$ cat src/rtl/fetch_unit_pkg.sv
// Shared definitions for the instruction-fetch front end: data widths,
// default reset vector and the layout of one buffered fetch entry.
package fetch_unit_pkg;

   localparam int XLEN = 32;
   localparam logic [XLEN-1:0] RESET_PC_DEFAULT = 32'h0000_0000;
   localparam logic [XLEN-1:0] INST_NOP = 32'h0000_0013;

   typedef struct packed {
      logic [XLEN-1:0] pc;
      logic [XLEN-1:0] inst;
   } fetch_entry_t;

endpackage

$ cat src/rtl/fetch_unit_fifo.sv
// DEPTH-entry synchronous FIFO holding {pc, inst} pairs between the memory
// response path and IF_ID; flush empties it and overrides any push/pop.
module fetch_fifo #(
   parameter int DEPTH = 4,
   localparam int AW = $clog2(DEPTH),
   localparam int CW = AW + 1
) (
   input  logic          clk,
   input  logic          rst,
   input  logic          push,
   input  logic          pop,
   input  logic          flush,
   input  logic [63:0]   wdata,
   output logic [63:0]   rdata,
   output logic          full,
   output logic          empty,
   output logic [CW-1:0] count
);

   localparam logic [CW-1:0] DEPTH_W = CW'(DEPTH);

   logic [63:0]   mem [DEPTH];
   logic [AW-1:0] wr_ptr;
   logic [AW-1:0] rd_ptr;
   logic          do_push;
   logic          do_pop;

   assign full    = (count == DEPTH_W);
   assign empty   = (count == '0);
   assign do_push = push && !full && !flush;
   assign do_pop  = pop && !empty && !flush;
   assign rdata   = mem[rd_ptr];

   // Pointers wrap naturally because DEPTH is a power of two.
   always_ff @(posedge clk or posedge rst) begin
      if (rst) begin
         wr_ptr <= '0;
         rd_ptr <= '0;
         count  <= '0;
      end else if (flush) begin
         wr_ptr <= '0;
         rd_ptr <= '0;
         count  <= '0;
      end else begin
         if (do_push) wr_ptr <= wr_ptr + AW'(1);
         if (do_pop)  rd_ptr <= rd_ptr + AW'(1);
         case ({do_push, do_pop})
            2'b10:   count <= count + CW'(1);
            2'b01:   count <= count - CW'(1);
            default: count <= count;
         endcase
      end
   end

   always_ff @(posedge clk) begin
      if (do_push) mem[wr_ptr] <= wdata;
   end

endmodule

$ cat src/rtl/fetch_unit.sv
// Fetch front end: owns the fetch PC, issues credit-limited requests to a
// pipelined instruction memory and hands buffered words to IF_ID.
module fetch_unit
   import fetch_unit_pkg::*;
#(
   parameter int              DEPTH    = 4,
   parameter logic [XLEN-1:0] RESET_PC = RESET_PC_DEFAULT
) (
   input  logic            clk,
   input  logic            rst,
   output logic            imem_req_valid,
   input  logic            imem_req_ready,
   output logic [XLEN-1:0] imem_req_addr,
   input  logic            imem_resp_valid,
   input  logic [XLEN-1:0] imem_resp_data,
   output logic            inst_valid,
   output logic [XLEN-1:0] inst,
   output logic [XLEN-1:0] inst_pc,
   output logic [XLEN-1:0] inst_pcadd4,
   input  logic            id_ready,
   input  logic            redirect,
   input  logic [XLEN-1:0] redirect_pc
);

   localparam int CW = $clog2(DEPTH) + 1;
   localparam logic [CW:0]   DEPTH_CREDIT = (CW+1)'(DEPTH);
   localparam logic [CW-1:0] DEPTH_OUT    = CW'(DEPTH);

   logic [XLEN-1:0] req_pc;
   logic [XLEN-1:0] resp_pc;
   logic [XLEN-1:0] redirect_target;
   logic [CW-1:0]   outstanding;
   logic [CW-1:0]   outstanding_next;
   logic [CW-1:0]   discard;
   logic [CW-1:0]   live;
   logic [CW-1:0]   fifo_count;
   logic [CW:0]     credit;
   logic            accept;
   logic            resp_live;
   logic            fifo_push;
   logic            fifo_pop;
   logic            fifo_full;
   logic            fifo_empty;
   fetch_entry_t    fifo_wdata;
   fetch_entry_t    head;

   assign redirect_target  = redirect_pc & 32'hFFFF_FFFC;
   assign live             = outstanding - discard;
   assign credit           = {1'b0, fifo_count} + {1'b0, live};

   // Every live request already owns a queue slot, so a live response can
   // always be enqueued; the reset term keeps the request line quiet in reset.
   assign imem_req_valid   = !rst && (credit < DEPTH_CREDIT) && (outstanding < DEPTH_OUT);
   assign imem_req_addr    = req_pc;
   assign accept           = imem_req_valid && imem_req_ready;
   assign outstanding_next = outstanding + CW'(accept) - CW'(imem_resp_valid);

   assign resp_live        = imem_resp_valid && (discard == '0) && !redirect;
   assign fifo_push        = resp_live && !fifo_full;
   assign fifo_pop         = inst_valid && id_ready && !redirect;
   assign fifo_wdata       = '{pc: resp_pc, inst: imem_resp_data};

   // On redirect everything still in flight at the end of this cycle is stale,
   // including any request accepted in the same cycle to the old PC.
   always_ff @(posedge clk or posedge rst) begin
      if (rst) begin
         req_pc      <= RESET_PC;
         resp_pc     <= RESET_PC;
         outstanding <= '0;
         discard     <= '0;
      end else begin
         outstanding <= outstanding_next;
         if (redirect) begin
            req_pc  <= redirect_target;
            resp_pc <= redirect_target;
            discard <= outstanding_next;
         end else begin
            if (accept)    req_pc  <= req_pc + 32'd4;
            if (fifo_push) resp_pc <= resp_pc + 32'd4;
            if (imem_resp_valid && (discard != '0)) discard <= discard - CW'(1);
         end
      end
   end

   fetch_fifo #(.DEPTH(DEPTH)) u_fifo (
      .clk   (clk),
      .rst   (rst),
      .push  (fifo_push),
      .pop   (fifo_pop),
      .flush (redirect),
      .wdata (fifo_wdata),
      .rdata (head),
      .full  (fifo_full),
      .empty (fifo_empty),
      .count (fifo_count)
   );

   // Head fields are forced to zero while the queue is empty.
   assign inst_valid  = !fifo_empty;
   assign inst        = inst_valid ? head.inst : '0;
   assign inst_pc     = inst_valid ? head.pc : '0;
   assign inst_pcadd4 = inst_valid ? (head.pc + 32'd4) : '0;

endmodule

$ cat config.mk
export PLATFORM = sky130hd
export DESIGN_NAME = fetch_unit
export DESIGN_NICKNAME = d
export VERILOG_FILES = /design/src/rtl/fetch_unit_pkg.sv /design/src/rtl/fetch_unit_fifo.sv /design/src/rtl/fetch_unit.sv
export SDC_FILE = /design/constraint.sdc
export NUM_CORES = 1
export LEC_CHECK = 0
export ABC_AREA = 1
export CAP_MARGIN = 20
export CORE_MARGIN = 1
export CORE_UTILIZATION = 55
export DETAILED_ROUTE_END_ITERATION = 8
export MAX_ROUTING_LAYER = met4
export PLACE_DENSITY = 0.85
export SETUP_SLACK_MARGIN = 0.4
export SYNTH_ARGS = -nofsm -noshare
export SYNTH_HDL_FRONTEND = slang
export SYNTH_SLANG_ARGS = --single-unit
$ cat constraint.sdc
create_clock -name clk -period 5.1 [get_ports clk]
set_input_delay 1.02 -clock clk [delete_from_list [all_inputs] [get_ports clk]]
set_output_delay 1.02 -clock clk [all_outputs]
set_load 0.05 [all_outputs]
### After elaboration in Yosys (flattened, before gate mapping)

Memory sizes are Yosys's and may differ from the RTL's.
Cells that the tools add are included.

| operators by class | value |
|---|---|
| $add $sub $neg | 12 |
| $lt $le $gt $ge | 2 |
| equal/unequal tests | 3 |
| muxes and demuxes | 17 |
| reduce and logical (&&, ||, !) cells | 26 |

Operator list:

| cell | count |
|---|---|
| $mux 32 | 7 |
| $add 32x3->32 const B | 3 |
| $logic_and 1x1->1 | 13 |
| $reduce_bool 2->1 | 5 |
| $mux 3 | 3 |
| $mux 2 | 4 |
| $logic_not 3->1 | 2 |
| $pmux 3 s2 | 1 |
| $reduce_bool 3->1 | 2 |
| $sub 3x1->3 const B | 2 |
| $add 2x1->2 const B | 2 |
| $add 3x3->4 | 1 |
| $logic_not 1->1 | 4 |
| $lt 4x3->1 const B | 1 |
| $add 3x1->3 | 1 |
| $add 3x1->3 const B | 1 |
| $eq 3x3->1 const B | 1 |
| $lt 3x3->1 const B | 1 |
| $sub 3x1->3 | 1 |
| $sub 3x3->3 | 1 |
| $eq 2x1->1 const B | 1 |
| $eq 2x2->1 const B | 1 |
| $mux 1 | 2 |

| word-level totals | value |
|---|---|
| bits in registers | 77 |
| bits in writable memories | 256 |
| bits of input ports | 70 |
| output and inout port bits | 130 |
| logic and storage cells | 68 |
| memories kept | 1 |

Memories:

| name | depth | width | read ports | clocked after memory_dff | write ports | RTL line | RTL |
|---|---|---|---|---|---|---|---|
| u_fifo.mem | 4 | 64 | 1 | 0 | 1 | fetch_unit_fifo.sv:22 | `logic [63:0] mem [DEPTH];` |

### Logic depth before layout (Yosys ltp)

| logic depth | value |
|---|---|
| word-level depth | 9 |
| depth in mapped cells | 19 |
| gate-level depth less buffers | 19 |

### Cells and area by module

From an unflattened synthesis, not the netlist that was laid out.

| unflattened totals | value |
|---|---|
| cells, all modules | 1759 |
| area, all modules | 16092.9 um^2 |

Modules (own cells, without submodules):

| module | instances | cells each | area an instance (um^2) | seq. area each (um^2) |
|---|---|---|---|---|
| fetch_fifo | 1 | 686 | 9942.0 | 7862.5 |
| fetch_unit | 1 | 1073 | 6150.9 | 1651.6 |

### Least setup slack after synthesis

OpenSTA, ideal clock, no wires.

| timing | value |
|---|---|
| path type | input to register |
| start point | input imem_resp_valid |
| end point | memory u_fifo.mem[0][0], enable pin |
| setup time | 0.482 ns |
| arrival time | 4.026 ns |
| path slack | 0.591 ns |
| stages on the path | 5 |
| path buffers | 1 |
| path through | inv_1 nor2_1 nand3_1 clkbuf_1 nor2_1 |

| on the way | value |
|---|---|
| longest elaborated chain between the ends | 7 |

Ends and longest elaborated chain:

| item | RTL line | RTL |
|---|---|---|
| start, declared | fetch_unit.sv:14 | `input logic imem_resp_valid,` |
| $logic_and 1x1->1 (2 in series) | fetch_unit.sv:58 | `assign resp_live = imem_resp_valid && (discard == '0) && !redirect;` |
| $logic_and 1x1->1 | fetch_unit.sv:59 | `assign fifo_push = resp_live && !fifo_full;` |
| $logic_and 1x1->1 (2 in series) | fetch_unit_fifo.sv:30 | `assign do_push = push && !full && !flush;` |
| $mux 1 | fetch_unit_fifo.sv:56 | `if (do_push) mem[wr_ptr] <= wdata;` |
| $mux 1 (not written as such) | fetch_unit_fifo.sv:56 |  |
| end, declared | fetch_unit_fifo.sv:22 |  |

Every way passes these cells.

### Worst setup path after layout

| timing | value |
|---|---|
| start point | register u_fifo.rd_ptr[1] |
| end point | output inst_pcadd4[9] |

| on the way | value |
|---|---|
| longest elaborated chain between the ends | 3 |

Ends and longest elaborated chain:

| item | RTL line | RTL |
|---|---|---|
| start, declared | fetch_unit_fifo.sv:24 | `logic [AW-1:0] rd_ptr;` |
| start signal, assigned | fetch_unit_fifo.sv:46 | `if (do_pop) rd_ptr <= rd_ptr + AW'(1);` |
| $mem_v2 4x64 | -- |  |
| $add 32x3->32 | fetch_unit.sv:102 | `assign inst_pcadd4 = inst_valid ? (head.pc + 32'd4) : '0;` |
| $mux 32 | fetch_unit.sv:102 |  |
| end, declared | fetch_unit.sv:19 | `output logic [XLEN-1:0] inst_pcadd4,` |

Every way passes these cells.

==> impl.org <==
** Run status
- The run finished with clean final reports.

** Routing
- The final route contains 13700 vias.
- The detail route stage leaves a number of antenna-violating nets equal to 0.
- Total met2 wirelength after detailed routing :: about 20000 µm
- After detailed routing, the average wire length per cell comes to 17.4 µm.
- Dividing the detail-routed via count by the number of cells gives between 5 and 6.
- The first routing iteration left 1486 violations.
- After detailed routing, the met3 layer carries 3750 µm of wire.
- DRC errors left :: 0
- Met1 Routed Length :: roughly 17000 µm
- Routed signal wires occupy layers up through met4.
- DR pass1 iterations :: 6
- For this block, the routed nets add up to approximately 42000 µm of wire.

** Critical path
- Required time reported for the critical path endpoint :: around 4 ns
- The worst setup path is of the flop to primary output kind.
- Following the worst setup path forward leads to its endpoint at inst_pcadd4[9].
- Data arrives at the worst endpoint at ~3.6 ns.
- Kind of end point of the critical path :: primary output
- Maximum fanout along the worst path :: between 40 and 50
- Terminus of the critical flop-to-flop path :: discard[2]
- Cells on worst reg2reg path :: 18
- The startpoint identified for the worst register-to-register timing path is outstanding[0].
- The worst register-to-register path has a setup slack of ~1.2 ns.
- The worst setup path is launched from a flop.
- In this run the worst setup path begins at u_fifo.rd_ptr[1].

** Die
- Die height :: roughly 170 µm
- Num ports :: 200
- Row generation in the floorplan step produced 62 rows.
- Die width :: around 170 µm
- Area of the die :: roughly 0.030 mm²
- Core outline area :: between 0.02 and 0.03 mm²
- Starting Density :: 0.562

** Layout
- For this run, the post-layout net count is about 2100.
- Diode count :: 0
- Of the cells placed in the final design, the portion with a size suffix greater than 1 is 0.0632.
- Counting the fill cells in the layout gives ~2100.
- Final non-filler cell area :: around 0.020 mm²
- The area growth from synthesis to layout is 20.9%.

** Power
- IR analysis of the VDD net gives a maximum drop of about 0.43 mV.
- In this run the power density over the cells is between 500 and 600 mW/mm².
- In this run the static leakage power is roughly 8.0 nW.

** STA
- Unrepaired setup endpoints after global routing :: true
- Final worst clock skew :: about 0.019 ns
- Slew headroom :: 0.365
- Setup_tns :: 0 ns
- Setup-violating endpoint count in the final report :: 0
- Fin. max-slew vios :: 0
- The hold violation total from the final report came to 0.
- Counting I/O delays and the setup requirement, the final critical path takes 4.63 ns.
- For the pin with the worst max-slew slack, the measured transition is around 0.95 ns.
- Hold Slack :: approximately 0.53 ns
- Dividing the final minimum period by the clock period gives 0.908.
- For this run, the top clock speed supported by timing is ~0.22 GHz.

** Clocking
- TritonCTS built the clock tree.
- Counting along the longest clock path gives a buffer depth of 3.
- CTS saw 321 sinks.
- Clk pin slew, worst setup/hold paths :: 0.06 ns
- Cell at the root of the clock tree :: clkbuf_16
- In this run, CTS created clock tree buffers numbering 31.
- CTS built an H-tree with a depth of 1.
- Insertion delay of the later-clocked pin in the worst-skew pair :: roughly 0.58 ns
- Post-cts hold buffer count :: 0

** Placement
- Detailed placement ended at an HPWL of 28000 µm.
- Input and output buffers added on the ports amount to roughly 190.
- Placed instance area :: between 0.015 and 0.02 mm²
- At the end of routability-driven placement, the weighted congestion stood at about 0.96.

** Synth
- After synthesis, the mean cell area works out to about 9 µm².
- EDFF count, synth :: ~250
- In the synthesized netlist the async set-or-reset flop fraction comes to 0.227.
- Of the synthesized area, sequential elements account for 0.574.
- Netlist area before placement :: approximately 0.016 mm²
- Most common flop cell mapped by yosys :: edfxtp_1
- Counting every instance in the synthesized netlist gives 1844.
- Number of synthesized register bits :: about 320
- Counting distinct cell types in the post-synthesis netlist gives 43.
- Yosys printed 0 warnings.

** Global routing
- All-layer global routing usage :: 0.288
- Entering global routing, the biggest net connects 134 pins.
- The number of global-route vias before repair was 13200.
- Initial antenna violation count :: 0
- Global-route wire length before repair :: between 60000 and 70000 µm
- Overall overflow remaining after global route :: 0

** Min path
- The tightest min-delay check is of the flop to flop type.

** Job
- Across the run, the number of max-cap violations was 0.
[layout make-up]
cell class                      instances  area [µm²]  share of cell area
Timing Repair Buffer                  214        2230               0.114
Sequential cell                       321        9280               0.475
Multi-Input combinational cell       1308        5990               0.306
Inverter                              143         554              0.0283
Tap cell                              384         480              0.0246
Clock buffer                           40         840              0.0429
Clock inverter                         14         174             0.00889
[kinds of logic after synthesis]
group	after synthesis	synth area share
other	1	0.000232
XOR/XNOR	31	0.0168
AND/OR/NAND/NOR	1046	0.264
buffers and inverters	220	0.0588
AO/OA/AOI/OAI	208	0.0718
adder cells (fa/ha/maj)	17	0.0145
flip-flops	321	0.574
[flip-flops by register name, indices dropped and copies added (netlist names)]
register / cells
u_fifo.mem: 248
imem_req_addr: 30
resp_pc: 30
discard: 3
outstanding: 3
u_fifo.count: 3
u_fifo.rd_ptr: 2
u_fifo.wr_ptr: 2
[where the power goes]
part / total (mW) / switching [mW] / internal [mW]
sequential: 3.29 / 0.238 / 3.05
clock: 2.29 / 0.973 / 1.32
combinational: 5.19 / 3.64 / 1.55
[timing repair]
item | CTS | global route
gates resized for setup | 3 | 12
setup buffers | 0 | 0
endpoints found under the setup margin | 9 | 19
cloned | 0 | 1
[per-layer routing]
layer,vias up,global-route usage
met5,-,-
met4,0,0.0937
met3,91,0.0305
met2,750,0.467
met1,6386,0.383
li1,6448,-
[cells in the mapped netlist (6+ instances only)]
cell      number  area, µm²
o221ai_1       6       52.6
buf_1         16       60.1
inv_2          6       22.5
buf_4         10       75.1
edfxtp_1     248       7450
a21oi_1       54        270
dfrtp_1       73       1830
inv_1        136        510
o211ai_1      25        188
nand2_2       12       75.1
nand2_1      544       2040
buf_2         22        110
nand4_1       15       93.8
nand3_1      132        661
nor2_2        12       75.1
ha_1          14        175
nor2_1       294       1100
xor2_1        27        236
o21ai_0      109        546
nor3_1        26        130
clkbuf_1      23       86.3
[per-stage QoR]
step,util,power (mW),setup WS (ns),cells
after floorplan,-,6.76,0.591,1849
after global placement,0.641,8.34,1.01,2368
after detailed placement,0.641,8.45,0.949,2368
after CTS,0.677,10.7,0.428,2422
after global routing,0.679,11.2,0.277,2424
final,0.679,10.8,0.471,2424
[worst max-delay path: stages (launching register included)]
cell and delay (ns):
dfrtp_2 0.39, clkinv_2 0.34, buf_12 0.32, nand3_1 0.13
nand2_1 0.17, nor2_1 0.21, nand2_1 0.13, nor2_4 0.19
nor2_1 0.08, nor3_1 0.20, clkdlybuf4s50_1 0.85
[layout by cell type, fill, tap and decap left out, drive strengths merged, types with 6 or more instances in the layout]
cell	instances
ha	14
xor2	27
nand3	133
nor2	309
dfrtp	73
clkinv	9
nor3	27
nand2	556
nand4	15
clkdlybuf4s50	169
dlymetal6s2s	8
a21oi	54
clkbuf	41
conb	6
buf	35
o21ai	109
o211ai	25
o221ai	6
edfxtp	248
inv	145
[worst min-delay path by stage]
| stage | to | depth (start not counted) | start |
|---|---|---|---|
| after CTS | u_fifo.mem[1][62] | 0 | resp_pc[30] |
| after global routing | u_fifo.mem[3][62] | 0 | resp_pc[30] |
| after detailed placement | u_fifo.mem[2][62] | 0 | resp_pc[30] |
| after global placement | u_fifo.mem[2][62] | 0 | resp_pc[30] |
| final | u_fifo.mem[3][62] | 0 | resp_pc[30] |
| after floorplan | u_fifo.mem[0][62] | 0 | resp_pc[30] |
Note: power is estimated with default switching activity, not from simulation.
